==> src/rtl/uart_pkg.sv <==
// Shared constants and state encodings for the UART transmit path.
package uart_pkg;
   localparam int DATA_W    = 8;
   localparam int DEPTH_DEF = 16;

   typedef enum logic [1:0] {
      S_IDLE = 2'b00,
      S_REQ  = 2'b01,
      S_GAP  = 2'b10
   } txq_state_t;
endpackage

==> src/rtl/uart_txq_fifo.sv <==
// Circular byte buffer with occupancy count; head is read combinationally.
module uart_txq_fifo
   import uart_pkg::*;
#(
   parameter int DEPTH  = DEPTH_DEF,
   parameter int ADDR_W = 4
) (
   input  logic              clk,
   input  logic              rst,
   input  logic              push,
   input  logic [DATA_W-1:0] data_in,
   input  logic              pop,
   output logic [DATA_W-1:0] head,
   output logic              full,
   output logic              empty,
   output logic [ADDR_W:0]   count
);
   logic [DATA_W-1:0] mem [DEPTH];
   logic [ADDR_W-1:0] wr_ptr, rd_ptr;
   logic              wr_ok, rd_ok;

   // A full queue drops the push even when a pop frees a slot this cycle.
   assign wr_ok = push && !full;
   assign rd_ok = pop && !empty;
   assign full  = (count == (ADDR_W+1)'(DEPTH));
   assign empty = (count == '0);
   assign head  = mem[rd_ptr];

   always_ff @(posedge clk) begin
      if (wr_ok) mem[wr_ptr] <= data_in;
   end

   always_ff @(posedge clk or posedge rst) begin
      if (rst) begin
         wr_ptr <= '0;
         rd_ptr <= '0;
         count  <= '0;
      end else begin
         if (wr_ok) wr_ptr <= wr_ptr + 1'b1;
         if (rd_ok) rd_ptr <= rd_ptr + 1'b1;
         case ({wr_ok, rd_ok})
            2'b10:   count <= count + 1'b1;
            2'b01:   count <= count - 1'b1;
            default: count <= count;
         endcase
      end
   end
endmodule

==> src/rtl/uart_tx_queue.sv <==
// Byte queue feeding the UART transmitter over tx_start/tx_done.
// Optional UART_TXQ_IRQ_EN adds irq/irq_ack (drain and overflow interrupt).
module uart_tx_queue
   import uart_pkg::*;
#(
   parameter int DEPTH  = DEPTH_DEF,
   parameter int ADDR_W = 4
) (
   input  logic              clk,
   input  logic              rst,
   input  logic              wr_en,
   input  logic [DATA_W-1:0] wr_data,
   input  logic              clr_ovf,
   input  logic              tx_done,
`ifdef UART_TXQ_IRQ_EN
   input  logic              irq_ack,
   output logic              irq,
`endif
   output logic              tx_start,
   output logic [DATA_W-1:0] tx_data,
   output logic              full,
   output logic              empty,
   output logic [ADDR_W:0]   count,
   output logic              busy,
   output logic              overflow
);
   txq_state_t        state;
   logic [DATA_W-1:0] head;
   logic              pop;
   logic              done_s1, done_s2, done_hist, done_rise;

   assign pop  = (state == S_IDLE) && !empty;
   assign busy = (state != S_IDLE);

   uart_txq_fifo #(.DEPTH(DEPTH), .ADDR_W(ADDR_W)) u_fifo (
      .clk     (clk),
      .rst     (rst),
      .push    (wr_en),
      .data_in (wr_data),
      .pop     (pop),
      .head    (head),
      .full    (full),
      .empty   (empty),
      .count   (count)
   );

   // tx_done comes from the slow tick domain; only its rising edge matters.
   always_ff @(posedge clk or posedge rst) begin
      if (rst) begin
         done_s1   <= 1'b0;
         done_s2   <= 1'b0;
         done_hist <= 1'b0;
      end else begin
         done_s1   <= tx_done;
         done_s2   <= done_s1;
         done_hist <= done_s2;
      end
   end
   assign done_rise = done_s2 & ~done_hist;

   always_ff @(posedge clk or posedge rst) begin
      if (rst) begin
         state    <= S_IDLE;
         tx_start <= 1'b0;
         tx_data  <= '0;
      end else begin
         case (state)
            S_IDLE: if (!empty) begin
               tx_data  <= head;
               tx_start <= 1'b1;
               state    <= S_REQ;
            end
            S_REQ: if (done_rise) begin
               tx_start <= 1'b0;
               state    <= S_GAP;
            end
            S_GAP:   state <= S_IDLE;
            default: begin
               tx_start <= 1'b0;
               state    <= S_IDLE;
            end
         endcase
      end
   end

   always_ff @(posedge clk or posedge rst) begin
      if (rst)                  overflow <= 1'b0;
      else if (wr_en && full)   overflow <= 1'b1;
      else if (clr_ovf)         overflow <= 1'b0;
   end

`ifdef UART_TXQ_IRQ_EN
   always_ff @(posedge clk or posedge rst) begin
      if (rst)                                          irq <= 1'b0;
      else if (((state == S_GAP) && empty) || (wr_en && full)) irq <= 1'b1;
      else if (irq_ack)                                 irq <= 1'b0;
   end
`endif
endmodule

==> config.mk <==
export PLATFORM = sky130hd
export DESIGN_NAME = uart_tx_queue
export DESIGN_NICKNAME = d
export VERILOG_FILES = /design/src/rtl/uart_pkg.sv /design/src/rtl/uart_txq_fifo.sv /design/src/rtl/uart_tx_queue.sv
export SDC_FILE = /design/constraint.sdc
export NUM_CORES = 1
export LEC_CHECK = 0
export CELL_PAD_IN_SITES_DETAIL_PLACEMENT = 1
export CELL_PAD_IN_SITES_GLOBAL_PLACEMENT = 2
export CORE_ASPECT_RATIO = 0.7
export CORE_MARGIN = 8
export CORE_UTILIZATION = 35
export CTS_BUF_LIST = sky130_fd_sc_hd__clkbuf_4
export CTS_CLUSTER_SIZE = 25
export DETAILED_ROUTE_END_ITERATION = 8
export PLACE_DENSITY = 0.75
export SLEW_MARGIN = 20
export SYNTH_ARGS = -nofsm -noshare
export SYNTH_HDL_FRONTEND = slang
export SYNTH_SLANG_ARGS = --single-unit
==> constraint.sdc <==
create_clock -name clk -period 5.1 [get_ports clk]
set_input_delay 1.275 -clock clk [delete_from_list [all_inputs] [get_ports clk]]
set_output_delay 1.275 -clock clk [all_outputs]
set_load 0.03 [all_outputs]
# --- Word-level counts from Yosys, hierarchy flattened ---
# Memories as Yosys holds them, arrays and structs flattened. A register that Yosys moved wholly into a read port is not among the register bits.
# Cells that the tools add are included.
classes:
  shifts: 0
  n_reduce_logical: 14
  mul: 0
  div: 0
  mux: 11
  eq_ne: 7
  magnitude_cmp: 0
  addsub: 4
  n_bitwise: 4
op_table:
  columns: ["op", "n"]
  rows:
  - ["$pmux W5 S2", 1]
  - ["$add A4 B1 Y4 const B", 2]
  - ["$mux W1", 6]
  - ["$reduce_bool A2 Y1", 3]
  - ["$add A5 B1 Y5 const B", 1]
  - ["$eq A5 B5 Y1 const B", 1]
  - ["$logic_not A5 Y1", 1]
  - ["$sub A5 B1 Y5 const B", 1]
  - ["$eq A2 B1 Y1 const B", 2]
  - ["$eq A2 B2 Y1 const B", 2]
  - ["$logic_and A1 B1 Y1", 4]
  - ["$mux W2", 2]
  - ["$ne A2 B2 Y1 const B", 2]
  - ["$pmux W2 S2", 1]
  - ["$reduce_and A2 Y1", 2]
  - ["$not A1 Y1", 3]
  - ["$pmux W1 S3", 1]
  - ["$reduce_and A3 Y1", 1]
  - ["$logic_not A1 Y1", 2]
  - ["$logic_not A2 Y1", 1]
  - ["$and A1 B1 Y1", 1]
totals:
  mem_count: 1
  out_inout_bits: 18
  input_bits: 13
  register_bits: 20
  latchBits: 0
  mem_bits_rw: 128
  rom_bits: 0
  wordCells: 50
mem_list:
  columns: ["memory", "depth", "word_bits", "read_ports", "rd_ports_with_merged_regs", "write_ports", "line", "source"]
  rows:
  - ["u_fifo.mem", 16, 8, 1, 1, 1, "uart_txq_fifo.sv:18", "logic [DATA_W-1:0] mem [DEPTH];"]

# --- Depth between registers and ports, before layout ---
# Gate-level depths: netlist (run 1).
depth:
  depth_word: 6
  depth_mapped: 12
  mapped_depth_nobuf: 10

# --- Cells and area by module ---
# Synthesis (run 1) repeated with hierarchy kept, for this count alone.
unflattened:
  hier_cells: 370
  hier_area_um2: 6347.3
modules_own_cells:
  columns: ["mod", "seq_area_each_um2", "area_each_um2", "cells_per_inst", "instances"]
  rows:
  - ["uart_txq_fifo", 4169.0, 5789.3, 333, 1]
  - ["uart_tx_queue", 375.4, 558.0, 37, 1]

# --- Worst setup path before layout (run 1) ---
# OpenSTA, ideal clock, no wires.
synth_path:
  path_kind: "input -> register"
  from: "input port wr_en"
  to: "register u_fifo.count[4]"
  path_stages: 10
  setup_slack_ps: 2059
  t_arrival_ps: 2918
  path_buffers: 1
  setup_ps: 123
  required_time_ps: 4977
  path_cell_list: "a21boi_2 -> inv_1 -> ha_1 -> buf_2 -> xor2_1 -> ha_1 -> o211a_1 -> o31ai_1 -> a31oi_1 -> xnor2_1"
synth_via:
  elab_chain_len: 3
  elab_cells_between_ends: 5
  cone_classes: "eq/ne: 2; mux: 1; reduce/logical: 2"
synth_lines:
  columns: ["element", "line", "source"]
  rows:
  - ["from (decl)", "uart_tx_queue.sv:11", "input logic wr_en,"]
  - ["$logic_and A1 B1 Y1 *", "uart_txq_fifo.sv:23", "assign wr_ok = push && !full;"]
  - ["$eq A2 B1 Y1 or $eq A2 B2 Y1 (tied branches)", "uart_txq_fifo.sv:41", "case ({wr_ok, rd_ok})"]
  - ["$pmux W5 S2 or $reduce_bool A2 Y1 (tied branches)", null, null]
  - ["to (signal assigned)", "uart_txq_fifo.sv:42", "2'b10: count <= count + 1'b1;"]
  - ["to (signal assigned)", "uart_txq_fifo.sv:43", "2'b01: count <= count - 1'b1;"]
  - ["to (signal assigned)", "uart_txq_fifo.sv:44", "default: count <= count;"]
  - ["to (decl)", "uart_txq_fifo.sv:16", "output logic [ADDR_W:0] count"]
# Mark *: on every way between the ends. The rest lies on a longest branch, timed or not.
# A chain may end at the register's enable or synchronous reset.

# --- Final worst setup path (run 1) ---
layout_path:
  from: "register u_fifo.count[1]"
  to: "output port empty"
layout_via:
  elab_chain_len: 1
layout_lines:
  columns: ["element", "line", "source"]
  rows:
  - ["$logic_not A5 Y1", "uart_txq_fifo.sv:26", "assign empty = (count == '0);"]
  - ["to (decl)", "uart_tx_queue.sv:22", "output logic empty,"]
# Every way passes these cells.

==> impl_summary.log, run 1 <==
[metrics] run status: complete, no violations
[metrics] Final Cycle Share: 0.7472
[metrics] number of flops mapped to enable cells by yosys: 128
[metrics] most common flop cell mapped by yosys: sky130_fd_sc_hd__edfxtp_1
[metrics] CP Class: reg2out
[metrics] data required time at the worst endpoint: 3.83 ns
[metrics] Max-Cap Viols: 0
[metrics] total clock buffers created by CTS: 17
[metrics] die width: 176.9 um
[metrics] row count: 41
[metrics] final total negative setup slack: 0 ns
[metrics] clock tree root buffer cell: sky130_fd_sc_hd__clkbuf_4
[metrics] Ys Warns: 0
[metrics] initial standard-cell utilization of the core: 0.3541
[metrics] RSZ-0062 raised after global routing: false
[metrics] Pre-Repair DR Iteration Count: 4
[metrics] wire per inst: 20.85 um
[metrics] final net count: 392
[metrics] drt total wl: 12910 um
[metrics] count of filler cells inserted in the layout: 1743
[metrics] peak fanout along the critical path: 10
[metrics] area of the core: 0.01790 mm2
[metrics] global router's overall resource usage: 0.1192
[metrics] Die H: 128.6 um
[metrics] achievable clock frequency: 262.4 MHz
[metrics] static leakage: 0.002469 uW
[metrics] cells after synthesis: 333
[metrics] number of synthesized register bits: 156
[metrics] share of synthesized area occupied by flip-flops and latches: 0.7168
[metrics] endpoint arrival time on the critical path: 2.54 ns
[metrics] first-pass GRT wire length: 19680 um
[metrics] Worst Tran Pin Value: 1.033 ns
[metrics] Clk pin slew, worst setup/hold paths: 0.11 ns
[metrics] Starting DRT DRC Count: 139
[metrics] CTS tree: built
[metrics] average cell area after synthesis: 19.04 um2
[metrics] largest vdd supply drop: 243.9 uV
[metrics] H-tree Lvls: 4
[metrics] layout cell share with drive strength beyond 1: 0.1227
[metrics] Worst Clk Skew: 0.01344 ns
[metrics] number of different library cells in the post-synthesis netlist: 40
[metrics] PortBufs: 30
[metrics] Cell Pwr Density: 500.6 mW/mm2
[metrics] maximum number of pins on one net before global-route repair: 36
[metrics] area overhead of the layout relative to synthesis: 12.39%
[metrics] Post-CTS Hold Buffers: 0
[metrics] remaining global-route overflow: 0
[metrics] vias per cell: 5.005
[metrics] Cell Area, Synth: 0.006340 mm2
[metrics] die footprint: 0.02275 mm2
[metrics] maximum clock insertion buffer count: 2
[metrics] max-slew violation count: 0
[metrics] # diodes: 0
[metrics] via count: 3098
[metrics] number of clock sinks seen by CTS: 156
[metrics] worst hold-check path type: reg2reg
[metrics] Worst slew margin: 0.3090
[metrics] Resized cells post-CTS: 0
[metrics] Hold Violations, Final: 0
[metrics] # IOs: 31
[metrics] capturing element type of the critical path: primary output
[metrics] Final setup violation count: 0
[metrics] crit path launch type: flop
[metrics] clock latency at the later pin of the worst-skew pair: 0.54 ns
[metrics] asr flop ratio synth: 0.1795
[metrics] number of setup buffers added after CTS: 0
[metrics] Post-Syn Nets: 355
[metrics] fin crit period: 3.811 ns
[metrics] antenna violations before repair: 0
[metrics] worst setup slack before clock tree synthesis: 1.322 ns
[metrics] DRT antenna net count: 0
[metrics] gp weighted congestion: 0.7517
[metrics] DRC: 0
[metrics] Hold Slack: 0.3755 ns
[metrics] number of global-route vias before repair: 3334
[metrics] Detailed Place HPWL: 8506 um
[metrics] worst setup margin: 1.289 ns
==> final timing paths <==
check | startpoint | end | slack, ns | depth (start not counted)
max | u_fifo.count[1] | empty | 1.29 | 3
min | done_s1 | done_s2 | 0.38 | 0
max reg2reg | u_fifo.count[1] | u_fifo.count[4] | 2.02 | 10
min reg2reg | done_s1 | done_s2 | 0.38 | 0
max in group asynchronous | rst | u_fifo.rd_ptr[2] | 3.68 | 3
min in group asynchronous | rst | tx_data[3] | 1.11 | 3
==> logic make-up (layout without fill, tap and decap cells) <==
kind of cell | count (synthesis) | count (layout) | synth area share
and+or+nand+nor | 55 | 55 | 0.04263
buffers and inverters | 27 | 77 | 0.02289
DFF | 156 | 156 | 0.7168
adders and majority gates | 9 | 9 | 0.01776
AOI/OAI and AO/OA | 26 | 26 | 0.03099
xor gates and xnor gates | 11 | 11 | 0.01520
muxes | 49 | 49 | 0.1537
==> flip-flops by register name (all words and copies together) (netlist names) <==
| name | cells |
|---|---|
| done_s2 | 1 |
| done_hist | 1 |
| overflow | 1 |
| tx_start | 1 |
| u_fifo.rd_ptr | 4 |
| tx_data | 8 |
| done_s1 | 1 |
| u_fifo.count | 5 |
| u_fifo.wr_ptr | 4 |
| state | 2 |
| u_fifo.mem | 128 |
==> layer usage <==
| layer | part of all wire | track usage | vias up |
|---|---|---|---|
| met5 | 0 | 0 | - |
| met4 | 0.0078 | 0.03302 | 0 |
| met3 | 0.046 | 0.03805 | 10 |
| met2 | 0.46 | 0.1847 | 50 |
| met1 | 0.48 | 0.1596 | 1623 |
| li1 | - | - | 1415 |
==> metrics by stage <==
stage / instance area [um2] / std cells / total power, uW / utilization
after floorplan: 6340 / 333 / 2577 / -
after global placement: 6870 / 587 / 2910 / 0.3837
after detailed placement: 6877 / 587 / 2950 / 0.3841
after CTS: 7126 / 619 / 3623 / 0.3980
after global routing: 7126 / 619 / 3760 / 0.3980
final: 7126 / 619 / 3567 / 0.3980
==> cells in the final DEF, fill, tap and decap left out, drive strengths merged, types with 3 or more instances in the layout <==
master and instances:
o221ai 8, mux4 32, edfxtp 128, nand2b 4, xor2 3, xnor2 8, mux2i 16, ha 9
clkbuf 19, a21oi 3, clkdlybuf4s50 30, clkinv 10, nand2 20, o21ai 4, buf 6, nor3 5
nor2 16, dfrtp 28, inv 9
==> where the power goes <==
part           internal [uW]  total (uW)  switching (uW)
clock network            286         676             390
registers               1580        1760             188
logic                    525        1130             602
total                   2390        3570            1180
==> critical path, cell delays in order (launching register included) <==
cell and delay (ns):
sky130_fd_sc_hd__dfrtp_1 0.53, sky130_fd_sc_hd__or4_1 0.61, sky130_fd_sc_hd__nor2_1 0.17, sky130_fd_sc_hd__clkdlybuf4s50_1 0.70
==> synthesized netlist by cell type (all sizes together) (3+ instances only) <==
library cell / n / area, um2
a21oi: 3 / 15.01
o21ai: 4 / 20.02
dfrtp: 28 / 700.7
buf: 15 / 100.1
xnor2: 8 / 70.07
nor2: 16 / 60.06
nand2b: 4 / 25.02
nor3: 5 / 25.02
mux2i: 16 / 160.2
nand2: 20 / 75.07
mux4: 32 / 803.3
inv: 9 / 33.78
o221ai: 8 / 70.07
edfxtp: 128 / 3844
ha: 9 / 112.6
xor2: 3 / 26.28
clkbuf: 3 / 11.26
==> cell type report <==
class | count | area [um2] | share of cell area
clock buffers | 19 | 142.6 | 0.02002
clock inverters | 13 | 106.4 | 0.01493
inverters | 9 | 33.78 | 0.004741
multi-input cells | 150 | 1655 | 0.2323
flip-flops and latches | 156 | 4547 | 0.6381
well taps | 236 | 295.3 | 0.04144
repair buffers | 36 | 345.3 | 0.04846
No activity file was read; power rests on OpenSTA's default activity.
==> run 2: changes to the inputs <==
==> constraint.sdc (replaced) <==
create_clock -name clk -period 3.95 [get_ports clk]
set_input_delay 0.9875 -clock clk [delete_from_list [all_inputs] [get_ports clk]]
set_output_delay 0.9875 -clock clk [all_outputs]
set_load 0.03 [all_outputs]
==> run 2 against run 1 <==
Core utilization increased by 1.1 points. Critical path depth unchanged. Flip-flop and latch count unchanged. Sequential power increased by 36%. Worst setup slack got worse by 0.87 ns. Register-to-register slack got worse by 0.98 ns. Final cell count increased by 2.4%. Combinational power increased by 21%. First-iteration DRC count increased by 16%. Non-clock buffer count increased by 15. Critical endpoint unchanged. Largest cell class unchanged.
==> impl_summary.log, run 2 (synthesis gave the netlist of run 1 again) <==
[metrics] capturing element type of the critical path: primary output
[metrics] Die H: 128.6 um
[metrics] largest vdd supply drop: 251.0 uV
[metrics] layout cell share with drive strength beyond 1: 0.1784
[metrics] count of filler cells inserted in the layout: 1748
[metrics] run status: complete, no violations
[metrics] area overhead of the layout relative to synthesis: 15.43%
[metrics] CP Class: reg2out
[metrics] Worst slew margin: 0.4304
[metrics] endpoint of the worst-slack reg-to-reg timing path: u_fifo.count[4]
[metrics] Worst Tran Pin Value: 0.8545 ns
[metrics] number of stages on the worst setup path: 3
[metrics] Max-Cap Viols: 0
[metrics] DRC: 0
[metrics] maximum clock insertion buffer count: 2
[metrics] Final Cycle Share: 0.8933
[metrics] Final setup violation count: 0
[metrics] CTS tree: built
[metrics] Worst Clk Skew: 0.02012 ns
[metrics] gp weighted congestion: 0.7689
[metrics] setup slack on the worst flop-to-flop path: 1.04 ns
[metrics] final net count: 407
[metrics] Cell Pwr Density: 664.3 mW/mm2
[metrics] wire per inst: 21.74 um
[metrics] total clock buffers created by CTS: 17
[metrics] R2R Path Start: u_fifo.count[1]
[metrics] Final Instance Count excl. Fillers: 634
[metrics] remaining global-route overflow: 0
[metrics] Pre-Repair DR Iteration Count: 4
[metrics] crit path launch type: flop
[metrics] first-pass GRT wire length: 21230 um
[metrics] top library cells by usage in the layout, fill and taps aside: 128 x sky130_fd_sc_hd__edfxtp_1, 30 x sky130_fd_sc_hd__clkdlybuf4s50_1, 25 x sky130_fd_sc_hd__dfrtp_1, 22 x sky130_fd_sc_hd__mux4_1, 21 x sky130_fd_sc_hd__buf_4
[metrics] static leakage: 0.002580 uW
[metrics] Clk pin slew, worst setup/hold paths: 0.13 ns
[metrics] Starting DRT DRC Count: 161
[metrics] area of the core: 0.01790 mm2
[metrics] capturing instance or port of the critical path: empty
[metrics] die footprint: 0.02275 mm2
[metrics] initial standard-cell utilization of the core: 0.3541
[metrics] max-slew violation count: 0
[metrics] number of flip-flops in the largest register: 128
[metrics] row count: 41
[metrics] Hold Violations, Final: 0
[metrics] Reg with most FFs: u_fifo.mem
[metrics] number of global-route vias before repair: 3484
[metrics] PortBufs: 30
[metrics] Crit-path slowest cell: sky130_fd_sc_hd__clkdlybuf4s50_1
[metrics] Top Family by Delay on Critical Path: simple AND/OR/NAND/NOR gates
[metrics] fin crit period: 3.529 ns
[metrics] chain of cells forming the critical path: or4_1, nor2_1, clkdlybuf4s50_1
[metrics] endpoint arrival time on the critical path: 2.54 ns
[metrics] origin of the worst setup path: u_fifo.count[1]
[metrics] achievable clock frequency: 283.4 MHz
[metrics] global router's overall resource usage: 0.1268
[metrics] number of clock sinks seen by CTS: 156
[metrics] Resized cells post-CTS: 0
[metrics] RSZ-0062 raised after global routing: false
[metrics] most common library cell in the layout ignoring fill and taps: sky130_fd_sc_hd__edfxtp_1
[metrics] antenna violations before repair: 0
[metrics] via count: 3216
[metrics] clock latency at the later pin of the worst-skew pair: 0.52 ns
[metrics] final total negative setup slack: 0 ns
[metrics] Hold Slack: 0.3677 ns
[metrics] critical path's largest stage delay: 0.70 ns
[metrics] crit path buf inv count: 1
[metrics] drt total wl: 13780 um
[metrics] dpl cells: 602
[metrics] data required time at the worst endpoint: 2.96 ns
[metrics] peak fanout along the critical path: 10
[metrics] Register-to-Register Path Depth: 11
[metrics] worst hold-check path type: reg2reg
[metrics] # diodes: 0
[metrics] number of setup buffers added after CTS: 0
[metrics] Detailed Place HPWL: 9117 um
[metrics] Post-CTS Hold Buffers: 0
[metrics] maximum number of pins on one net before global-route repair: 34
[metrics] die width: 176.9 um
[metrics] # IOs: 31
[metrics] DRT antenna net count: 0
[metrics] vias per cell: 5.073
[metrics] largest registers: u_fifo.mem (128), tx_data (8), u_fifo.count (5)
[metrics] H-tree Lvls: 4
[metrics] clock tree root buffer cell: sky130_fd_sc_hd__clkbuf_4
==> run 2: final cells by class <==
type	count	area [um2]	area share
Tap cell	236	295.3	0.04035
Clock inverter	13	190.2	0.02599
Timing Repair Buffer	51	457.9	0.06257
Clock buffer	19	142.6	0.01949
Sequential cell	156	4548	0.6215
Multi-Input combinational cell	150	1650	0.2255
Inverter	9	33.78	0.004616
==> run 2: routing by layer <==
layer / part of all wire / GRT usage / vias up
met5: 0 / 0 / -
met4: 0.0044 / 0.03006 / 0
met3: 0.059 / 0.03805 / 4
met2: 0.48 / 0.1979 / 78
met1: 0.45 / 0.1718 / 1702
li1: - / - / 1432
==> run 2: metrics by stage <==
stage / total power [uW] / utilization / area [um2] / worst slack (ns)
floorplan: 3327 / - / 6340 / 1.196
global placement: 3771 / 0.3901 / 6984 / 0.5409
detailed placement: 3842 / 0.3902 / 6985 / 0.4770
CTS: 4932 / 0.4088 / 7318 / 0.3265
global route: 5120 / 0.4088 / 7318 / 0.2069
finish: 4862 / 0.4088 / 7318 / 0.4215
==> run 2: worst min-delay path by stage <==
stage | to | depth (start not counted) | start
after global placement | done_s2 | 0 | done_s1
after global routing | done_s2 | 0 | done_s1
final | done_s2 | 0 | done_s1
after detailed placement | done_s2 | 0 | done_s1
after CTS | done_s2 | 0 | done_s1
after floorplan | done_s2 | 0 | done_s1
==> run 2: worst reg2reg max path, cell delays in order, from the launching register on <==
cell and delay (ns):
sky130_fd_sc_hd__dfrtp_1 0.53, sky130_fd_sc_hd__nor4_4 0.37, sky130_fd_sc_hd__a21o_1 0.16, sky130_fd_sc_hd__buf_4 0.22, sky130_fd_sc_hd__inv_2 0.13, sky130_fd_sc_hd__ha_1 0.34
sky130_fd_sc_hd__xor2_1 0.19, sky130_fd_sc_hd__ha_1 0.23, sky130_fd_sc_hd__o211a_1 0.22, sky130_fd_sc_hd__o31ai_1 0.21, sky130_fd_sc_hd__a31oi_1 0.08, sky130_fd_sc_hd__xnor2_1 0.14
==> run 2: where the power goes <==
part	internal (uW)	switching [uW]
logic	704	670
registers	2030	371
clock network	522	565
total	3260	1610
